[src/rtl/wb_arb_pkg.sv]
// Shared types and width helpers for the Wishbone master arbiter and its picker.
package wb_arb_pkg;

    localparam int MAX_MASTERS = 8;

    typedef enum logic {
        IDLE = 1'b0,
        BUSY = 1'b1
    } arb_state_e;

    function automatic int idx_width(input int n);
        return (n > 1) ? $clog2(n) : 1;
    endfunction

    // A disabled timeout still gets a 1-bit counter so the flop stays declarable.
    function automatic int cnt_width(input int timeout_cycles);
        return (timeout_cycles > 0) ? $clog2(timeout_cycles + 1) : 1;
    endfunction

endpackage

[src/rtl/wb_arb_rr_picker.sv]
// Combinational round-robin picker: one-hot grant of the first requester after last_grant.
module wb_arb_rr_picker
    import wb_arb_pkg::*;
#(
    parameter int NUM_MASTERS = 2,
    parameter int IDXW        = idx_width(NUM_MASTERS)
) (
    input  logic [NUM_MASTERS-1:0] req,
    input  logic [IDXW-1:0]        last_grant,
    output logic [NUM_MASTERS-1:0] gnt
);

    int              idx;
    logic [IDXW-1:0] sel;
    logic            found;

    always_comb begin
        gnt   = '0;
        found = 1'b0;
        idx   = 0;
        sel   = '0;
        // Scan last_grant+1 .. last_grant+NUM_MASTERS, wrapping; the old winner is checked last.
        for (int i = 1; i <= NUM_MASTERS; i++) begin
            idx = int'(last_grant) + i;
            if (idx >= NUM_MASTERS) begin
                idx = idx - NUM_MASTERS;
            end
            sel = IDXW'(idx);
            if (!found && req[sel]) begin
                gnt[sel] = 1'b1;
                found    = 1'b1;
            end
        end
    end

endmodule

[src/rtl/wb_master_arbiter.sv]
// Round-robin arbiter sharing one Wishbone slave path between NUM_MASTERS masters,
// with a per-beat stb-without-ack timeout that returns err to the granted master.
module wb_master_arbiter
    import wb_arb_pkg::*;
#(
    parameter int NUM_MASTERS    = 2,
    parameter int ADDR_WIDTH     = 32,
    parameter int DATA_WIDTH     = 32,
    parameter int SEL_WIDTH      = 4,
    parameter int TIMEOUT_CYCLES = 255
) (
    input  logic                            clk,
    input  logic                            rst_n,
    input  logic [NUM_MASTERS-1:0]          m_cyc_i,
    input  logic [NUM_MASTERS-1:0]          m_stb_i,
    input  logic [NUM_MASTERS-1:0]          m_we_i,
    input  logic [NUM_MASTERS*SEL_WIDTH-1:0]  m_sel_i,
    input  logic [NUM_MASTERS*ADDR_WIDTH-1:0] m_adr_i,
    input  logic [NUM_MASTERS*DATA_WIDTH-1:0] m_dat_i,
    output logic [DATA_WIDTH-1:0]           m_dat_o,
    output logic [NUM_MASTERS-1:0]          m_ack_o,
    output logic [NUM_MASTERS-1:0]          m_err_o,
    output logic                            s_cyc_o,
    output logic                            s_stb_o,
    output logic                            s_we_o,
    output logic [SEL_WIDTH-1:0]            s_sel_o,
    output logic [ADDR_WIDTH-1:0]           s_adr_o,
    output logic [DATA_WIDTH-1:0]           s_dat_o,
    input  logic [DATA_WIDTH-1:0]           s_dat_i,
    input  logic                            s_ack_i,
    input  logic                            s_err_i,
    output logic                            timeout_o,
    output logic [NUM_MASTERS-1:0]          grant_o
);

    localparam int IDXW = idx_width(NUM_MASTERS);
    localparam int CNTW = cnt_width(TIMEOUT_CYCLES);

    arb_state_e             state_q, state_d;
    logic [NUM_MASTERS-1:0] grant_q, grant_d;
    logic [IDXW-1:0]        last_q, last_d;
    logic [CNTW-1:0]        cnt_q, cnt_d;

    logic [NUM_MASTERS-1:0] pick;
    logic [IDXW-1:0]        gidx;
    logic                   busy;
    logic                   cyc_g;
    logic                   stb_g;
    logic                   fire;

    wb_arb_rr_picker #(
        .NUM_MASTERS (NUM_MASTERS),
        .IDXW        (IDXW)
    ) u_picker (
        .req        (m_cyc_i),
        .last_grant (last_q),
        .gnt        (pick)
    );

    assign busy = (state_q == BUSY);

    // grant_q is zero outside BUSY, so every mux below idles at zero without extra gating.
    always_comb begin
        cyc_g   = 1'b0;
        stb_g   = 1'b0;
        s_we_o  = 1'b0;
        s_sel_o = '0;
        s_adr_o = '0;
        s_dat_o = '0;
        gidx    = '0;
        for (int k = 0; k < NUM_MASTERS; k++) begin
            if (grant_q[k]) begin
                cyc_g   = m_cyc_i[k];
                stb_g   = m_stb_i[k];
                s_we_o  = m_we_i[k];
                s_sel_o = m_sel_i[k*SEL_WIDTH +: SEL_WIDTH];
                s_adr_o = m_adr_i[k*ADDR_WIDTH +: ADDR_WIDTH];
                s_dat_o = m_dat_i[k*DATA_WIDTH +: DATA_WIDTH];
                gidx    = IDXW'(k);
            end
        end
    end

    generate
        if (TIMEOUT_CYCLES > 0) begin : g_timeout
            assign fire = busy & cyc_g & stb_g & ~s_ack_i & ~s_err_i
                        & (cnt_q == CNTW'(TIMEOUT_CYCLES - 1));
        end else begin : g_no_timeout
            assign fire = 1'b0;
        end
    endgenerate

    assign s_cyc_o   = cyc_g;
    assign s_stb_o   = stb_g & ~fire;
    assign m_dat_o   = s_dat_i;
    assign m_ack_o   = grant_q & {NUM_MASTERS{s_ack_i}};
    assign m_err_o   = grant_q & {NUM_MASTERS{s_err_i | fire}};
    assign timeout_o = fire;
    assign grant_o   = grant_q;

    always_comb begin
        state_d = state_q;
        grant_d = grant_q;
        last_d  = last_q;
        cnt_d   = cnt_q;
        case (state_q)
            IDLE: begin
                cnt_d = '0;
                if (|m_cyc_i) begin
                    state_d = BUSY;
                    grant_d = pick;
                end
            end
            BUSY: begin
                if (!cyc_g) begin
                    state_d = IDLE;
                    grant_d = '0;
                    last_d  = gidx;
                    cnt_d   = '0;
                end else if (s_ack_i || s_err_i || fire) begin
                    cnt_d = '0;
                end else if (stb_g && (TIMEOUT_CYCLES > 0)) begin
                    cnt_d = cnt_q + CNTW'(1);
                end
            end
        endcase
    end

    always_ff @(posedge clk) begin
        if (!rst_n) begin
            state_q <= IDLE;
            grant_q <= '0;
            last_q  <= IDXW'(NUM_MASTERS - 1);
            cnt_q   <= '0;
        end else begin
            state_q <= state_d;
            grant_q <= grant_d;
            last_q  <= last_d;
            cnt_q   <= cnt_d;
        end
    end

endmodule

[config.mk]
export PLATFORM = sky130hd
export DESIGN_NAME = wb_master_arbiter
export DESIGN_NICKNAME = d
export VERILOG_FILES = /design/src/rtl/wb_arb_pkg.sv /design/src/rtl/wb_arb_rr_picker.sv /design/src/rtl/wb_master_arbiter.sv
export SDC_FILE = /design/constraint.sdc
export NUM_CORES = 1
export LEC_CHECK = 0
export ABC_AREA = 1
export BUFFER_PORTS_ARGS = -buffer_cell sky130_fd_sc_hd__buf_2
export CAP_MARGIN = 40
export CORE_AREA = 8 8 106 108
export CTS_CLUSTER_DIAMETER = 100
export CTS_CLUSTER_SIZE = 8
export DETAILED_ROUTE_END_ITERATION = 8
export DIE_AREA = 0 0 114 116
export GPL_TIMING_DRIVEN = 0
export MAX_ROUTING_LAYER = met4
export SLEW_MARGIN = 20
export SYNTH_ARGS = -nofsm -noshare
export SYNTH_HDL_FRONTEND = slang
export SYNTH_SLANG_ARGS = --single-unit
[constraint.sdc]
create_clock -name clk -period 1.85 [get_ports clk]
set_clock_uncertainty 0.1 [all_clocks]
set_input_delay 0.185 -clock clk [delete_from_list [all_inputs] [get_ports clk]]
set_output_delay 0.185 -clock clk [all_outputs]
set_load 0.005 [all_outputs]
==> reports/summary.md <==
The run finished with clean final reports. For the all-layer global routing usage, the log shows 0.1611. The tools report the proportion of synthesized chip area in sequential cells as 0.1184.

The floorplan step defined a core boundary enclosing 9549 µm². The tools report the first-pass iteration count of the detailed router as 4. At the placement stage, the worst setup path has a slack of 0.2285 ns.

The synthesized design contains 12 register bits. The highest attainable clock frequency was 562.7 MHz; the number of hold-slack violations in the final timing report was 0. For this block, the via count after detailed routing is 3368.

Hold repair after CTS inserted 0 buffers. The placed instances occupy a cell area of 3466 µm². The Yosys step of the flow raised 0 warnings.

Sort of element at the end of the critical path: an output pin. The fraction of power consumed by sequential logic was 0.194; the critical-path maximum fanout was 4. The tools report the number of antenna violations at the first check in global routing as 0. For the first-pass GRT wire length, the log shows 16770 µm.

The final count of negative-setup-slack endpoints was 0; the die span in x was 114 µm. The most critical setup path has its startpoint at cnt_q[0]. The tools report the source of the worst hold timing path as rst_n. STA classifies the critical path startpoint as a register.

CTS placed an instance of sky130_fd_sc_hd__clkbuf_8 at the clock tree root. TritonCTS built the clock tree. The largest stage delay on the critical path came out at 0.36 ns. The data arrival time of the worst path is 1.49 ns, and the total number of H-tree levels is 1. Wires add up to 11670 µm. Total number of placement rows: 36. For the fraction of power consumed by combinational cells, the log shows 0.597.

Summed over all cells, the static leakage comes to 2.300 nW. The measured slew at the worst slew-check pin was 0.4143 ns; the synthesized net count was 562. In the final timing run, aggregate negative setup slack is 0 ns. For the worst setup path, the data required time is 1.56 ns. The number of stages on the worst hold path was 2. The distinct cell type count after synthesis came out at 27. The slowest stage of the critical path is the sky130_fd_sc_hd__dfxtp_4 cell. The tightest min-delay check is of the primary input to register type.

Entering global routing, the biggest net connects 11 pins. The number of max-cap violations was 0. The average routed wire per standard cell is 15.00 µm, and the final period demand of the worst path is 1.777 ns. For this run the aggregate overflow at the end of global routing stands at 0. Cell type contributing the most total cell area after synthesis: sky130_fd_sc_hd__nand2_1. After synthesis, the mean cell area works out to 5.309 µm². The tools report the total die area as 13220 µm². The clock slew at the register clock pins of the worst setup and hold paths came out at 0.06 ns. The signal on the critical path passes through inv_4 -> ha_4 -> nand2_1 -> inv_1 -> nand2_2 -> nor2_4 -> nand3_4 -> a21oi_2 -> buf_2. The number of port buffers was 254; the logic depth of the worst register-to-register path was 11. After routing the design area is 3612 µm².

Power spread over the standard cell area amounts to 394.3 nW/µm². Final weighted congestion in routability-driven placement: 0.8474. The run gives 0.209 as the proportion of power drawn by the clock network. Leaving out fill and tap cells, the most frequent cell in the layout is sky130_fd_sc_hd__buf_2. The maximum number of buffers from clock root to sink was 2; the via-per-instance ratio was 4.329. The number of primary I/O pins was 288.

The number of design-rule violations left by the first detailed-router iteration is 118, and the clock net sink count is 12. The ratio of cells with drive above 1 in the final layout is 0.5318, and the headroom to the max-slew limit is 0.7238. The detail route stage leaves a number of antenna-violating nets equal to 0. The path type of the worst setup path was register to output pin. Critical register-to-register path startpoint: cnt_q[0]. The initial standard-cell utilization of the core is 0.2124.

The count of final max-slew check failures was 0; the number of inserted diodes was 0. The top cell types in the final layout, fill and taps aside, are sky130_fd_sc_hd__buf_2, sky130_fd_sc_hd__nand2_1, sky130_fd_sc_hd__nand3_1. The switching part of the total power works out to 0.3975. For this run, design rule violations remaining after detail routing come to 0. The internal power of the cells totals 858.1 µW. The power spent charging and discharging nets was 566.2 µW; the period utilization was 0.9605. After technology mapping, the gate count stands at 382. Measured along the y axis, the die boundary spans 116 µm. The cell area that synthesis handed to floorplanning was 2028 µm².

The relative area change from synthesis to final layout was 78.10%. The HPWL after detailed placement is 10190 µm. The top cell type's share of synthesized area was 0.3109; the final setup slack of the worst path was 0.07299 ns. The worst-case IR drop observed on VDD is 0.2472 mV. The run gives 0.25 ns as the clock latency on the worst-skew pair.

The run gives 826 as the final-stage net count. Yosys attributes the largest share of cell area to sky130_fd_sc_hd__nand2_1, sky130_fd_sc_hd__nand3_1, sky130_fd_sc_hd__buf_4, sky130_fd_sc_hd__dfxtp_1, sky130_fd_sc_hd__clkbuf_1. For the number of CTS-inserted buffers, the log shows 3. The run gives 3419 as the via count of the first global-routing pass.
## layer usage
layer | up-vias | global-route usage | routed length [µm]
met5 | - | - | 0
met4 | 0 | 0.02396 | 142
met3 | 12 | 0.03908 | 832
met2 | 156 | 0.3024 | 6338
met1 | 1497 | 0.1703 | 4357
li1 | 1703 | - | -
## Yosys cell counts
master                     number
sky130_fd_sc_hd__o211ai_1       1
sky130_fd_sc_hd__nor2_2         4
sky130_fd_sc_hd__nor2_4         2
sky130_fd_sc_hd__nor2_1        13
sky130_fd_sc_hd__buf_6          1
sky130_fd_sc_hd__nand2_1      168
sky130_fd_sc_hd__a211oi_1       1
sky130_fd_sc_hd__nand4_1        5
sky130_fd_sc_hd__nand2_2        4
sky130_fd_sc_hd__xor2_1         1
sky130_fd_sc_hd__a21oi_2        2
sky130_fd_sc_hd__a21boi_2       1
sky130_fd_sc_hd__clkbuf_1      21
sky130_fd_sc_hd__nand3_4        2
sky130_fd_sc_hd__o21bai_1       1
sky130_fd_sc_hd__a21oi_1        7
sky130_fd_sc_hd__nand3_1       72
sky130_fd_sc_hd__ha_1           2
sky130_fd_sc_hd__nand3_2        3
sky130_fd_sc_hd__buf_4         35
sky130_fd_sc_hd__o21ai_0        1
sky130_fd_sc_hd__inv_2          2
sky130_fd_sc_hd__nor3_2         1
sky130_fd_sc_hd__buf_2          1
sky130_fd_sc_hd__nand2_4        1
sky130_fd_sc_hd__dfxtp_1       12
sky130_fd_sc_hd__inv_1         18
## stage by stage
step                      std cells    util  hold slack [ns]  power (mW)
final                           778  0.3783           0.1394       1.424
after global routing            778  0.3783           0.1409       1.535
after CTS                       774  0.3713           0.1400       1.434
after detailed placement        769  0.3629           0.3688       1.131
after global placement          769  0.3629           0.3549       1.120
after floorplan                 382       -           0.2923      0.6757
## critical path: cells and delay by family (launching register included)
| family | cells | cell delay (ns) |
|---|---|---|
| simple gates | 4 | 0.36 |
| fa+ha+maj | 1 | 0.12 |
| buf+inv | 3 | 0.27 |
| compound gates | 1 | 0.15 |
| flops | 1 | 0.36 |
## power by group through the flow
| stage | registers (mW) | clock network [mW] | logic [mW] |
|---|---|---|---|
| floorplan | 0.279 | 0 | 0.396 |
| global placement | 0.281 | 0 | 0.838 |
| detailed placement | 0.282 | 0 | 0.849 |
| CTS | 0.276 | 0.300 | 0.857 |
| global route | 0.277 | 0.317 | 0.941 |
| finish | 0.276 | 0.298 | 0.851 |
## logic make-up (layout without fill, tap and decap cells)
group / count (synthesis) / in the layout / share of synthesized area
flip-flops: 12 / 12 / 0.1184
buffers and inverters: 78 / 341 / 0.2134
adder cells (fa/ha/maj): 2 / 2 / 0.01234
AO/OA/AOI/OAI: 14 / 14 / 0.04504
AND/OR/NAND/NOR: 275 / 275 / 0.6064
XOR/XNOR: 1 / 1 / 0.004319
## final timing paths
check | slack, ns | endpoint
worst max-delay path | 0.07 | m_err_o[1]
worst min-delay path | 0.14 | last_q
worst max register to register | 0.23 | cnt_q[7]
worst min register to register | 0.38 | last_q
## final cells by class
cell class              instances  area [µm²]
fillers                      1101        5937
multi-input cells             292        1375
repair buffers                259        1309
plain buffers                  58       380.4
flip-flops and latches         12       246.5
well taps                     133       166.4
inverters                      20       80.08
clock buffers                   4       55.05
## flip-flops by register name, indices dropped and copies added (netlist names)
name	cells
last_q	1
cnt_q	8
busy	1
grant_o	2
## what timing repair did
action | CTS | global route
pin swaps | 2 | 4
buffers inserted | 1 | 4
gates resized for setup | 11 | 21
endpoints found under the setup margin | 31 | 68
No activity file was read; power rests on OpenSTA's default activity.
